[src/rtl/yupd_pkg.sv]
// Shared types for the Y-bus delta update engine: complex entry, FSM states, op selectors.
package yupd_pkg;

  localparam int YUPD_CW = 24;

  typedef struct packed {
    logic signed [YUPD_CW-1:0] re;
    logic signed [YUPD_CW-1:0] im;
  } cplx_t;

  typedef enum logic [2:0] {
    IDLE = 3'd0,
    POP  = 3'd1,
    RD   = 3'd2,
    WT   = 3'd3,
    WR   = 3'd4
  } state_t;

  typedef enum logic [1:0] {
    OP_RR = 2'd0,
    OP_CC = 2'd1,
    OP_RC = 2'd2,
    OP_CR = 2'd3
  } op_sel_t;

  localparam logic OP_ADD = 1'b0;
  localparam logic OP_SUB = 1'b1;

  // Diagonal ops accumulate the delta, off-diagonal ops remove it.
  function automatic logic op_dir(input op_sel_t op);
    return ((op == OP_RC) || (op == OP_CR)) ? OP_SUB : OP_ADD;
  endfunction

endpackage

[src/rtl/yupd_if.sv]
// Change-record stream and Y SRAM port bundle for the delta update engine.
interface yupd_if #(
  parameter int CW    = 24,
  parameter int IDX_W = 16,
  parameter int AW    = 12
) ();
  logic              chg_valid;
  logic              chg_ready;
  logic [IDX_W-1:0]  chg_row;
  logic [IDX_W-1:0]  chg_col;
  logic [CW-1:0]     chg_real;
  logic [CW-1:0]     chg_img;
  logic              chg_last;
  logic              ymem_rd_en;
  logic [AW-1:0]     ymem_rd_addr;
  logic [2*CW-1:0]   ymem_rd_data;
  logic              ymem_wr_en;
  logic [AW-1:0]     ymem_wr_addr;
  logic [2*CW-1:0]   ymem_wr_data;

  modport master (
    output chg_valid, chg_row, chg_col, chg_real, chg_img, chg_last, ymem_rd_data,
    input  chg_ready, ymem_rd_en, ymem_rd_addr, ymem_wr_en, ymem_wr_addr, ymem_wr_data
  );

  modport slave (
    input  chg_valid, chg_row, chg_col, chg_real, chg_img, chg_last, ymem_rd_data,
    output chg_ready, ymem_rd_en, ymem_rd_addr, ymem_wr_en, ymem_wr_addr, ymem_wr_data
  );
endinterface

[src/rtl/yupd_fifo.sv]
// Synchronous change-record FIFO with registered full/empty flags.
// DEPTH must be a power of two; push while full is accepted only together with a pop.
module yupd_fifo #(
  parameter int WIDTH = 8,
  parameter int DEPTH = 8
) (
  input  logic             clock,
  input  logic             reset,
  input  logic             push,
  input  logic             pop,
  input  logic [WIDTH-1:0] wdata,
  output logic [WIDTH-1:0] rdata,
  output logic             full,
  output logic             empty
);
  localparam int PW = $clog2(DEPTH);

  logic [WIDTH-1:0] mem_q [DEPTH];
  logic [WIDTH-1:0] mem_d [DEPTH];
  logic [PW-1:0]    wr_ptr_q, wr_ptr_d, rd_ptr_q, rd_ptr_d;
  logic [PW:0]      count_q, count_d;
  logic             full_q, full_d, empty_q, empty_d;
  logic             do_push_s, do_pop_s;

  assign do_pop_s  = pop && !empty_q;
  assign do_push_s = push && (!full_q || do_pop_s);

  // Pointer, occupancy and storage next-state.
  always_comb begin
    mem_d    = mem_q;
    wr_ptr_d = wr_ptr_q;
    rd_ptr_d = rd_ptr_q;
    if (do_push_s) begin
      mem_d[wr_ptr_q] = wdata;
      wr_ptr_d        = wr_ptr_q + PW'(1);
    end else begin
      wr_ptr_d = wr_ptr_q;
    end
    if (do_pop_s) begin
      rd_ptr_d = rd_ptr_q + PW'(1);
    end else begin
      rd_ptr_d = rd_ptr_q;
    end
    case ({do_push_s, do_pop_s})
      2'b10:   count_d = count_q + (PW+1)'(1);
      2'b01:   count_d = count_q - (PW+1)'(1);
      default: count_d = count_q;
    endcase
    full_d  = (count_d == (PW+1)'(DEPTH));
    empty_d = (count_d == (PW+1)'(0));
  end

  // FIFO state registers.
  always_ff @(posedge clock or negedge reset) begin
    if (!reset) begin
      for (int i = 0; i < DEPTH; i++) mem_q[i] <= {WIDTH{1'b0}};
      wr_ptr_q <= PW'(0);
      rd_ptr_q <= PW'(0);
      count_q  <= (PW+1)'(0);
      full_q   <= 1'b0;
      empty_q  <= 1'b1;
    end else begin
      mem_q    <= mem_d;
      wr_ptr_q <= wr_ptr_d;
      rd_ptr_q <= rd_ptr_d;
      count_q  <= count_d;
      full_q   <= full_d;
      empty_q  <= empty_d;
    end
  end

  assign rdata = mem_q[rd_ptr_q];
  assign full  = full_q;
  assign empty = empty_q;
endmodule

[src/rtl/y_delta_update_unit.sv]
// Y-bus delta update engine: queues change records and applies them to the Y SRAM by serialised RMW.
// Build option: define YUPD_SAT_EN to clamp overflowed components instead of wrapping.
module y_delta_update_unit
  import yupd_pkg::*;
#(
  parameter int CW         = 24,
  parameter int N_BUS      = 64,
  parameter int IDX_W      = 16,
  parameter int AW         = $clog2(N_BUS*N_BUS),
  parameter int FIFO_DEPTH = 8
) (
  input  logic  clock,
  input  logic  reset,
  yupd_if.slave bus,
  output logic  busy,
  output logic  done,
  output logic  err_idx,
  output logic  ovf
);
  localparam int RW = 2*IDX_W + 2*CW + 1;

  state_t            state_q, state_d;
  op_sel_t           op_q, op_d;
  logic [IDX_W-1:0]  row_q, row_d, col_q, col_d;
  logic [CW-1:0]     dre_q, dre_d, dim_q, dim_d;
  logic              last_q, last_d;
  logic              rd_en_q, rd_en_d, wr_en_q, wr_en_d;
  logic [AW-1:0]     rd_addr_q, rd_addr_d, wr_addr_q, wr_addr_d;
  logic [2*CW-1:0]   wr_data_q, wr_data_d;
  logic              done_q, done_d, err_q, err_d, ovf_q, ovf_d;

  logic [RW-1:0]     fifo_wdata_s, fifo_head_s;
  logic              fifo_full_s, fifo_empty_s, push_s, pop_s;
  logic [IDX_W-1:0]  head_row_s, head_col_s;
  logic [CW-1:0]     head_re_s, head_im_s;
  logic              head_last_s, head_in_range_s, last_op_s;
  logic [CW:0]       sum_re_s, sum_im_s;
  logic              ovf_re_s, ovf_im_s;

  function automatic logic [AW-1:0] op_addr(input logic [IDX_W-1:0] r,
                                            input logic [IDX_W-1:0] c,
                                            input op_sel_t op);
    logic [IDX_W-1:0] a, b;
    case (op)
      OP_RR:   begin a = r; b = r; end
      OP_CC:   begin a = c; b = c; end
      OP_RC:   begin a = r; b = c; end
      OP_CR:   begin a = c; b = r; end
      default: begin a = r; b = r; end
    endcase
    return AW'(a * N_BUS + b);
  endfunction

  // One extra bit holds the exact result; top two bits differing means overflow.
  function automatic logic [CW:0] add_sub(input logic [CW-1:0] x, input logic [CW-1:0] d,
                                          input logic dir);
    logic [CW:0] xe, de;
    xe = {x[CW-1], x};
    de = {d[CW-1], d};
    return (dir == OP_SUB) ? (xe - de) : (xe + de);
  endfunction

  function automatic logic [CW-1:0] fit(input logic [CW:0] s);
`ifdef YUPD_SAT_EN
    if (s[CW] != s[CW-1]) begin
      return s[CW] ? {1'b1, {(CW-1){1'b0}}} : {1'b0, {(CW-1){1'b1}}};
    end else begin
      return s[CW-1:0];
    end
`else
    return s[CW-1:0];
`endif
  endfunction

  assign push_s       = bus.chg_valid && !fifo_full_s;
  assign fifo_wdata_s = {bus.chg_row, bus.chg_col, bus.chg_real, bus.chg_img, bus.chg_last};

  yupd_fifo #(.WIDTH(RW), .DEPTH(FIFO_DEPTH)) u_fifo (
    .clock (clock),
    .reset (reset),
    .push  (push_s),
    .pop   (pop_s),
    .wdata (fifo_wdata_s),
    .rdata (fifo_head_s),
    .full  (fifo_full_s),
    .empty (fifo_empty_s)
  );

  assign {head_row_s, head_col_s, head_re_s, head_im_s, head_last_s} = fifo_head_s;
  assign head_in_range_s = (head_row_s < IDX_W'(N_BUS)) && (head_col_s < IDX_W'(N_BUS));
  assign last_op_s = (row_q == col_q) ? (op_q == OP_RR) : (op_q == OP_CR);

  // SRAM read data arrives during WT; the result is registered so it is driven in WR.
  assign sum_re_s = add_sub(bus.ymem_rd_data[2*CW-1:CW], dre_q, op_dir(op_q));
  assign sum_im_s = add_sub(bus.ymem_rd_data[CW-1:0],    dim_q, op_dir(op_q));
  assign ovf_re_s = sum_re_s[CW] ^ sum_re_s[CW-1];
  assign ovf_im_s = sum_im_s[CW] ^ sum_im_s[CW-1];

  // Sequencer next-state and registered strobes.
  always_comb begin
    state_d   = state_q;
    op_d      = op_q;
    row_d     = row_q;
    col_d     = col_q;
    dre_d     = dre_q;
    dim_d     = dim_q;
    last_d    = last_q;
    rd_en_d   = 1'b0;
    rd_addr_d = rd_addr_q;
    wr_en_d   = 1'b0;
    wr_addr_d = wr_addr_q;
    wr_data_d = wr_data_q;
    err_d     = 1'b0;
    ovf_d     = ovf_q;
    pop_s     = 1'b0;
    done_d    = push_s ? 1'b0 : done_q;
    case (state_q)
      IDLE: state_d = fifo_empty_s ? IDLE : POP;
      POP: begin
        pop_s  = 1'b1;
        row_d  = head_row_s;
        col_d  = head_col_s;
        dre_d  = head_re_s;
        dim_d  = head_im_s;
        last_d = head_last_s;
        op_d   = OP_RR;
        if (head_in_range_s) begin
          state_d   = RD;
          rd_en_d   = 1'b1;
          rd_addr_d = op_addr(head_row_s, head_col_s, OP_RR);
        end else begin
          state_d = IDLE;
          err_d   = 1'b1;
          done_d  = head_last_s ? 1'b1 : done_d;
        end
      end
      RD: state_d = WT;
      WT: begin
        state_d   = WR;
        wr_en_d   = 1'b1;
        wr_addr_d = rd_addr_q;
        wr_data_d = {fit(sum_re_s), fit(sum_im_s)};
        ovf_d     = ovf_q | ovf_re_s | ovf_im_s;
      end
      WR: begin
        if (last_op_s) begin
          state_d = IDLE;
          done_d  = last_q ? 1'b1 : done_d;
        end else begin
          op_d      = op_sel_t'(op_q + 2'd1);
          state_d   = RD;
          rd_en_d   = 1'b1;
          rd_addr_d = op_addr(row_q, col_q, op_d);
        end
      end
      default: state_d = IDLE;
    endcase
  end

  // Engine state and output registers; reset abandons any in-flight RMW.
  always_ff @(posedge clock or negedge reset) begin
    if (!reset) begin
      state_q   <= IDLE;
      op_q      <= OP_RR;
      row_q     <= IDX_W'(0);
      col_q     <= IDX_W'(0);
      dre_q     <= CW'(0);
      dim_q     <= CW'(0);
      last_q    <= 1'b0;
      rd_en_q   <= 1'b0;
      rd_addr_q <= AW'(0);
      wr_en_q   <= 1'b0;
      wr_addr_q <= AW'(0);
      wr_data_q <= (2*CW)'(0);
      done_q    <= 1'b0;
      err_q     <= 1'b0;
      ovf_q     <= 1'b0;
    end else begin
      state_q   <= state_d;
      op_q      <= op_d;
      row_q     <= row_d;
      col_q     <= col_d;
      dre_q     <= dre_d;
      dim_q     <= dim_d;
      last_q    <= last_d;
      rd_en_q   <= rd_en_d;
      rd_addr_q <= rd_addr_d;
      wr_en_q   <= wr_en_d;
      wr_addr_q <= wr_addr_d;
      wr_data_q <= wr_data_d;
      done_q    <= done_d;
      err_q     <= err_d;
      ovf_q     <= ovf_d;
    end
  end

  assign bus.chg_ready    = !fifo_full_s;
  assign bus.ymem_rd_en   = rd_en_q;
  assign bus.ymem_rd_addr = rd_addr_q;
  assign bus.ymem_wr_en   = wr_en_q;
  assign bus.ymem_wr_addr = wr_addr_q;
  assign bus.ymem_wr_data = wr_data_q;
  assign busy    = (state_q != IDLE) || !fifo_empty_s;
  assign done    = done_q;
  assign err_idx = err_q;
  assign ovf     = ovf_q;
endmodule
[src/flat_wrapper.sv]
// flat-port wrapper written by rule: the top's interface ports become plain ports
module y_delta_update_unit_flat import yupd_pkg::*;
#(
  parameter int CW         = 24,
  parameter int N_BUS      = 64,
  parameter int IDX_W      = 16,
  parameter int AW         = $clog2(N_BUS*N_BUS),
  parameter int FIFO_DEPTH = 8
)
  (clock, reset, busy, done, err_idx, ovf, bus_chg_valid, bus_chg_row, bus_chg_col, bus_chg_real, bus_chg_img, bus_chg_last, bus_ymem_rd_data, bus_chg_ready, bus_ymem_rd_en, bus_ymem_rd_addr, bus_ymem_wr_en, bus_ymem_wr_addr, bus_ymem_wr_data);
  yupd_if #(.CW(CW), .IDX_W(IDX_W), .AW(AW)) bus_i ();
  input  logic clock;
  input  logic reset;
  output logic busy;
  output logic done;
  output logic err_idx;
  output logic ovf;
  input wire logic [$bits(bus_i.chg_valid)-1:0] bus_chg_valid;
  input wire logic [$bits(bus_i.chg_row)-1:0] bus_chg_row;
  input wire logic [$bits(bus_i.chg_col)-1:0] bus_chg_col;
  input wire logic [$bits(bus_i.chg_real)-1:0] bus_chg_real;
  input wire logic [$bits(bus_i.chg_img)-1:0] bus_chg_img;
  input wire logic [$bits(bus_i.chg_last)-1:0] bus_chg_last;
  input wire logic [$bits(bus_i.ymem_rd_data)-1:0] bus_ymem_rd_data;
  output wire logic [$bits(bus_i.chg_ready)-1:0] bus_chg_ready;
  output wire logic [$bits(bus_i.ymem_rd_en)-1:0] bus_ymem_rd_en;
  output wire logic [$bits(bus_i.ymem_rd_addr)-1:0] bus_ymem_rd_addr;
  output wire logic [$bits(bus_i.ymem_wr_en)-1:0] bus_ymem_wr_en;
  output wire logic [$bits(bus_i.ymem_wr_addr)-1:0] bus_ymem_wr_addr;
  output wire logic [$bits(bus_i.ymem_wr_data)-1:0] bus_ymem_wr_data;
  assign bus_i.chg_valid = bus_chg_valid;
  assign bus_i.chg_row = bus_chg_row;
  assign bus_i.chg_col = bus_chg_col;
  assign bus_i.chg_real = bus_chg_real;
  assign bus_i.chg_img = bus_chg_img;
  assign bus_i.chg_last = bus_chg_last;
  assign bus_i.ymem_rd_data = bus_ymem_rd_data;
  assign bus_chg_ready = bus_i.chg_ready;
  assign bus_ymem_rd_en = bus_i.ymem_rd_en;
  assign bus_ymem_rd_addr = bus_i.ymem_rd_addr;
  assign bus_ymem_wr_en = bus_i.ymem_wr_en;
  assign bus_ymem_wr_addr = bus_i.ymem_wr_addr;
  assign bus_ymem_wr_data = bus_i.ymem_wr_data;
  y_delta_update_unit #(.CW(CW), .N_BUS(N_BUS), .IDX_W(IDX_W), .AW(AW), .FIFO_DEPTH(FIFO_DEPTH)) u_core (.clock(clock), .reset(reset), .bus(bus_i), .busy(busy), .done(done), .err_idx(err_idx), .ovf(ovf));
endmodule
[config.mk]
export PLATFORM = sky130hd
export DESIGN_NAME = y_delta_update_unit_flat
export DESIGN_NICKNAME = d
export VERILOG_FILES = /design/src/rtl/yupd_pkg.sv /design/src/rtl/yupd_if.sv /design/src/rtl/yupd_fifo.sv /design/src/rtl/y_delta_update_unit.sv /design/src/flat_wrapper.sv
export SDC_FILE = /design/constraint.sdc
export NUM_CORES = 1
export LEC_CHECK = 0
export ABC_AREA = 1
export CAP_MARGIN = 10
export CORE_ASPECT_RATIO = 1.75
export CORE_MARGIN = 2
export CORE_UTILIZATION = 35
export CTS_BUF_LIST = sky130_fd_sc_hd__clkbuf_8
export CTS_CLUSTER_DIAMETER = 60
export DETAILED_ROUTE_END_ITERATION = 8
export HOLD_SLACK_MARGIN = 0.12
export SLEW_MARGIN = 5
export SYNTH_ARGS = -nofsm -noshare
export SYNTH_HDL_FRONTEND = slang
export SYNTH_SLANG_ARGS = --single-unit
[constraint.sdc]
create_clock -name clock -period 9.4 [get_ports clock]
set_clock_uncertainty 0.05 [all_clocks]
set_input_delay 0.94 -clock clock [delete_from_list [all_inputs] [get_ports clock]]
set_output_delay 0.94 -clock clock [all_outputs]
set_load 0.03 [all_outputs]
Word level (Yosys, flattened, before mapping)
Cells that the tools add are included.

Bits in registers: 823. Latch bits: 0. RAM bits: 0. ROM bits: 0. Input bits: 132. Output and inout port bits: 79. Logic and storage cells: 128. Memories: 0.

Add/subtract/negate cells: 11. Multiply operators: 0. Div/mod/pow operators: 0. Order comparisons: 5. Equal/unequal tests: 15. Shift operators: 0. Mux-type cells: 41. Bitwise operators: 6. Reductions and logical operators: 22.

Operators by type and width (count): 648-bit bitwise mux (1); 81-bit binary-select mux with 3-bit select (1); 81-bit demux with 3-bit select (1); 81-bit 2-to-1 mux (3); 12-bit 2-to-1 mux (6); 24-bit by 24-bit adder with 25-bit output (2); 25-bit 2-to-1 mux (2); 24-bit by 24-bit subtractor with 25-bit output (2); 12-bit case mux with 2 select lines (2); 16-bit by 7-bit less-than comparator with 1-bit output, second input constant (2); 12-bit adder (2); 16-bit == test (1); 3-bit case mux with 5 select lines (1); 1-bit 2-to-1 mux (14); 6-bit 2-to-1 mux (2); 6-bit case mux with 2 select lines (1); 2-bit == test, second input constant (5); 4-bit greater-or-equal comparator, second input constant (2); 3-bit inverter with 4-bit output (2); 4-bit case mux with 2 select lines (1); 2-bit OR reduction (4); 3-bit by 1-bit adder with 3-bit output, second input constant (2); 3-bit by 2-bit == test with 1-bit output, second input constant (2); 2-bit 2-to-1 mux (3); 24 further kinds (36).

Longest topological paths before layout
Depth in word-level cells: 11. Gate-level depth with buffers: 26.

Hierarchy
Synthesis repeated with hierarchy kept, for this count alone.

Cell total of the unflattened synthesis: 5058. Area, all modules: 40585.2 um2.

By module, submodules not included: yupd_fifo (instances 1, cells an instance 3508, area an instance 29564.6 um2, sequential area each 16517.1 um2); y_delta_update_unit (instances 1, cells an instance 1550, area an instance 11020.6 um2, sequential area each 4053.9 um2).

Worst setup path before layout
OpenSTA, ideal clock, no wires.

Path type: register -> register. Start: register u_core.op_q[0]. End: register u_core.wr_data_q[18], in the netlist u_core.bus.ymem_wr_data[18]. Library setup time: 118 ps. Arrival: 3023 ps. Required time: 9232 ps. Setup slack: 6209 ps. Stages on the path, launching flop included: 21. Cells stage by stage: dfrtp_1 > inv_1 > ha_1 > nor2_1 > clkbuf_1 > clkbuf_1 > o31ai_1 > xor2_1 > inv_1 > ha_1 > nand2_1 > nor2_1 > nand2_1 > nand2_1 > a21oi_1 > o21ai_0 > nand2_1 > nand2_1 > nand2_1 > nand3_1 > nand2_1.

Longest elaborated chain between the ends: 4. Elaborated cells on any way between the ends: 5. Those cells by class: eq/ne: 2; mux: 2; reduce/logical: 1.

RTL lines: start, declared (line y_delta_update_unit.sv:23) `op_sel_t op_q, op_d;`; start signal, assigned (line y_delta_update_unit.sv:180) `op_q <= op_d;`; 2-bit == test (line yupd_pkg.sv:31) `return ((op == OP_RC) || (op == OP_CR)) ? OP_SUB : OP_ADD;`; 1-bit logical OR * (line yupd_pkg.sv:31); 1-bit 2-to-1 mux * (line yupd_pkg.sv:31); 25-bit 2-to-1 mux * (line y_delta_update_unit.sv:60) `return (dir == OP_SUB) ? (xe - de) : (xe + de);`; end signal, assigned (line y_delta_update_unit.sv:174) `wr_data_q <= (2*CW)'(0);`; end signal, assigned (line y_delta_update_unit.sv:190) `wr_data_q <= wr_data_d;`; end, declared (line y_delta_update_unit.sv:29) `logic [2*CW-1:0] wr_data_q, wr_data_d;`.

Every way passes the cells marked *; elsewhere a longest branch is shown, timed or not. A chain may end at the register's enable or synchronous reset.

Final worst setup path
Start: register u_core.op_q[0]. End: register u_core.ovf_q, in the netlist u_core.ovf.

Longest elaborated chain between the ends: 7. Elaborated cells on any way between the ends: 10. Those cells by class: eq/ne: 2; mux: 3; bitwise: 4; reduce/logical: 1.

RTL lines: 2-bit == test (line yupd_pkg.sv:31); 1-bit logical OR * (line yupd_pkg.sv:31); 1-bit 2-to-1 mux * (line yupd_pkg.sv:31); 25-bit 2-to-1 mux (line y_delta_update_unit.sv:60); 1-bit bitwise XOR (line y_delta_update_unit.sv:96) `assign ovf_re_s = sum_re_s[CW] ^ sum_re_s[CW-1];`; 1-bit bitwise OR (line y_delta_update_unit.sv:143) `ovf_d = ovf_q | ovf_re_s | ovf_im_s;`; 1-bit bitwise OR * (line y_delta_update_unit.sv:143); end signal, assigned (line y_delta_update_unit.sv:193) `ovf_q <= ovf_d;`; end, declared (line y_delta_update_unit.sv:30) `logic done_q, done_d, err_q, err_d, ovf_q, ovf_d;`.

Marked as above.

==> impl_metrics.csv <==
group,metric,value,unit
outcome,outcome,"complete, no violations",
synthesis,synth_largest_type_area_fraction,51.29,%
worst_setup_path,timing.critical_path.max_delay_family,"simple AND/OR/NAND/NOR gates",
place,dp_hpwl,74750,um
synthesis,mappedNetlistArea,40060,um2
clock_network,post_cts_sizing,0,
final_layout,seqCellArea,20580,um2
synthesis,post_synth.cell_area_avg,8.101,um2
place,gp_congestion,0.9238,
synthesis,yosysWarnings,0,
drt,drtAntennaViolNets,0,
final_layout,post-route-cell-area,45850,um2
worst_hold_path,worstHoldEndpoint,"u_core.state_q[0]",
timing,timing.final.crit_share,52.75,%
synthesis,synth_top_area_cell,"sky130_fd_sc_hd__dfrtp_1",
flow_run,drv_cap,0,
clock_network,clock_tree_from_tritoncts,"done",
floorplanning,die-height,451.5,um
worst_setup_path,regToRegSetupSlack,4.44,ns
worst_setup_path,r2r_end,"u_core.ovf",
worst_hold_path,worstHoldPathType,"reg -> reg",
drt,met2WireLength,61010,um
clock_network,h-tree-depth,4,
worst_setup_path,path_common_cell,"sky130_fd_sc_hd__nand2_1",
timing,worst-slew-pin-transition,1.140,ns
timing,fin_hold_ws,0.4092,ns
global_route,grt_start_max_net_pins,188,
place,placed_cells_incl_taps,6380,
synthesis,synth_top_cells_by_area,"sky130_fd_sc_hd__dfrtp_1 51%, sky130_fd_sc_hd__o21ai_0 15%, sky130_fd_sc_hd__nand2_1 11%",
floorplanning,die_width,259.7,um
global_route,grt_pass1_vias,33160,
worst_setup_path,critical_path_peak_fanout,29,
timing,fin_crit,4.958,ns
synthesis,synthesis_stage_register_bit_count,822,
power,cellPowerDensity,369.9,nW/um2
timing,setup_slack,4.442,ns
timing,timing.setup.tns,0,ns
floorplanning,dieArea,117300,um2
global_route,globalRoute.totalOverflow,0,
worst_setup_path,setup.worst_path.end_class,"flop",
timing,maxSlewViolCount,0,
drt,routed-wl-met3,5020,um
place,dp_slack,4.434,ns
worst_setup_path,cp_data_arrival_time,5.66,ns
final_layout,fill_cells,11680,
synthesis,netlist_instances,4945,
clock_network,cts_sinks,822,
drt,detail_route.wirelength.met1,49360,um
timing,grt_setup_unrepaired,"no",
synthesis,synthesis.nets,5150,
timing,clock.fmax,0.2017,GHz
worst_hold_path,timing.hold.worst_path_depth,1,
floorplanning,design.portCount,211,
worst_setup_path,setup.worst_path.class,"reg -> reg",
power,power,16.96,mW
final_layout,multi_input_comb_area,16650,um2
drt,overall_routed_net_length,120000,um
drt,drt_iter0_drc,2677,
timing,hold_violations,0,
final_layout,design.final.nets,5229,
synthesis,yosysSeqAreaShare,51.35,%
worst_hold_path,worst_hold_startpoint,"u_core.state_q[0]",
floorplanning,initial_utilization,35.17,%
global_route,grt_pass1_wl,188200,um
power,leakage,21.44,nW
drt,detail_route.first_pass.iterations,6,
floorplanning,core_region_area,113900,um2
timing,timing.max_slew.rel_slack,24.02,%
worst_setup_path,critical_path.startpoint_type,"flop",
place,numPortBuffers,210,
worst_setup_path,slowest_delay,0.74,ns
drt,avgRoutedWirePerCell,18.12,um
global_route,grt_use_total,20.52,%
synthesis,asyncSetResetFlopFracSynth,100.0,%
floorplanning,number_of_rows_created_at_floorplan,164,
clock_network,clock-root-buffer,"sky130_fd_sc_hd__clkbuf_8",
final_layout,final_core_utilization,40.26,%
final_layout,post_route_cells_drive_above_1_share,5.423,%
clock_network,clk-insertion-delay-late,0.83,ns
worst_setup_path,critical_path.reg2reg.startpoint,"u_core.op_q[0]",
synthesis,synth_top_flop_cell,"sky130_fd_sc_hd__dfrtp_1",
clock_network,cts-root-to-sink-buffers,3,
final_layout,fin_cells,6621,
synthesis,number_of_flops_mapped_to_enable_cells_by_yosys,0,
worst_setup_path,critical_path.n_buffers_inverters,4,
worst_setup_path,cpMaxStageDelayCell,"sky130_fd_sc_hd__inv_1",
clock_network,tritoncts.num_buffers,134,
global_route,antenna_found_initial,8,
drt,via_count,33800,
clock_network,clkSlewWorstSetupHoldPaths,0.07,ns
power,power.ir.vdd_worst,0.2449,mV
final_layout,layout-area-overhead-vs-synth,14.46,%
worst_setup_path,critPathRequiredTime,10.10,ns
place,placed_area,43120,um2
drt,highest_layer,"met4",
worst_setup_path,length_in_cells_of_the_worst_reg_to_reg_path,25,
drt,via_per_inst,5.105,
drt,drc_violation_count_after_routing,0,
synthesis,synth_cell_type_count,46,
timing,report.final.setup_viol,0,
power breakdown:
| part | total, mW | internal (mW) | switching (mW) | leakage (nW) |
|---|---|---|---|---|
| sequential | 6.08 | 5.18 | 0.903 | 10.1 |
| combinational | 7.72 | 2.64 | 5.08 | 9.76 |
| clock | 3.16 | 1.65 | 1.51 | 1.54 |
| total | 17.0 | 9.46 | 7.50 | 21.4 |
cell usage after synthesis, drive strengths merged (55+ instances only):
master and count:
o21ai 1216, a21oi 205, nor2 348, buf 88, xor2 64, inv 416, nand3 133, clkbuf 220
dfrtp 821, ha 68, nand2 1160, o221ai 55
worst register-to-register path, stage by stage (launching register included):
cell,delay [ns]
sky130_fd_sc_hd__dfrtp_1,0.55
sky130_fd_sc_hd__inv_1,0.19
sky130_fd_sc_hd__ha_1,0.18
sky130_fd_sc_hd__nor2_2,0.03
sky130_fd_sc_hd__buf_4,0.22
sky130_fd_sc_hd__inv_1,0.77
sky130_fd_sc_hd__a31oi_1,0.20
sky130_fd_sc_hd__a21oi_1,0.26
sky130_fd_sc_hd__nand2_1,0.12
sky130_fd_sc_hd__nor2_1,0.25
sky130_fd_sc_hd__o21ai_0,0.21
sky130_fd_sc_hd__xor2_1,0.22
sky130_fd_sc_hd__ha_1,0.39
sky130_fd_sc_hd__nand2_1,0.15
sky130_fd_sc_hd__nor2_1,0.20
sky130_fd_sc_hd__nand2_1,0.08
sky130_fd_sc_hd__nor2_1,0.11
sky130_fd_sc_hd__nand2_1,0.06
sky130_fd_sc_hd__nand3_1,0.19
sky130_fd_sc_hd__inv_1,0.09
sky130_fd_sc_hd__nand2_1,0.07
sky130_fd_sc_hd__nand2_1,0.05
sky130_fd_sc_hd__nand2_1,0.05
sky130_fd_sc_hd__nand2_1,0.06
sky130_fd_sc_hd__nor2_1,0.10
sky130_fd_sc_hd__nor2_1,0.05
layout make-up:
type / instances / area share [%]
flip-flops and latches: 822 / 44.88
multi-input cells: 3399 / 36.32
repair buffers: 251 / 5.425
clock buffers: 161 / 4.833
well taps: 1494 / 4.077
inverters: 416 / 3.419
clock inverters: 77 / 1.040
diodes: 1 / 0.005458
how the worst max path moves through the flow:
stage / cells after the start / from / slack, ns / end
after floorplan: 20 / u_core.op_q[0] / 6.21 / u_core.bus.ymem_wr_data[18]
after global placement: 25 / u_core.op_q[0] / 4.41 / u_core.ovf
after detailed placement: 25 / u_core.op_q[0] / 4.43 / u_core.ovf
after CTS: 25 / u_core.op_q[0] / 4.43 / u_core.ovf
after global routing: 25 / u_core.op_q[0] / 3.90 / u_core.ovf
final: 25 / u_core.op_q[0] / 4.44 / u_core.ovf
per-layer routing:
metal / vias up / track usage [%]
met5: - / 0
met4: 0 / 8.522
met3: 240 / 2.963
met2: 863 / 36.55
met1: 16280 / 24.58
li1: 16420 / -
cell usage in the layout (no fill, tap or decap), types with 7 or more instances in the layout:
cell type	instances
sky130_fd_sc_hd__clkdlybuf4s50_1	209
sky130_fd_sc_hd__nand4_1	14
sky130_fd_sc_hd__ha_1	68
sky130_fd_sc_hd__a21oi_1	205
sky130_fd_sc_hd__xnor2_1	37
sky130_fd_sc_hd__o221ai_1	55
sky130_fd_sc_hd__clkinvlp_4	7
sky130_fd_sc_hd__o21ai_1	12
sky130_fd_sc_hd__o211ai_1	28
sky130_fd_sc_hd__nor2_1	346
sky130_fd_sc_hd__buf_4	35
sky130_fd_sc_hd__o22ai_1	7
sky130_fd_sc_hd__or2_2	11
sky130_fd_sc_hd__nand3_1	127
sky130_fd_sc_hd__xor2_1	64
sky130_fd_sc_hd__nor3_1	10
sky130_fd_sc_hd__inv_1	457
sky130_fd_sc_hd__clkbuf_8	161
sky130_fd_sc_hd__o21ai_0	1200
sky130_fd_sc_hd__dfrtp_1	819
sky130_fd_sc_hd__clkinv_2	13
sky130_fd_sc_hd__nand2_1	1156
registers in the layout, indices dropped and copies added, names as in the netlist, 2 cells and up:
signal / count
u_core.bus.ymem_rd_addr: 12
u_core.bus.ymem_wr_addr: 12
u_core.bus.ymem_wr_data: 48
u_core.col_q: 16
u_core.dim_q: 24
u_core.dre_q: 24
u_core.op_q: 2
u_core.row_q: 16
u_core.state_q: 3
u_core.u_fifo.count_q: 4
u_core.u_fifo.mem_q: 648
u_core.u_fifo.rd_ptr_q: 3
u_core.u_fifo.wr_ptr_q: 3
timing repair:
item / CTS / global route
buffers inserted: 0 / 0
hold buffers: 1 / 0
hold endpoints to repair: 63 / 0
cell families (layout without fill, tap and decap cells):
kind of cell / Yosys count / count (layout) / share of synthesized area [%]
and+or+nand+nor: 1688 / 1688 / 16.58
AOI/OAI and AO/OA: 1537 / 1537 / 20.18
DFF: 822 / 822 / 51.35
buffers and inverters: 724 / 905 / 7.300
xor gates and xnor gates: 101 / 101 / 2.208
adders and majority gates: 73 / 73 / 2.374
other: 0 / 1 / 0
No activity file was read; power rests on OpenSTA's default activity.
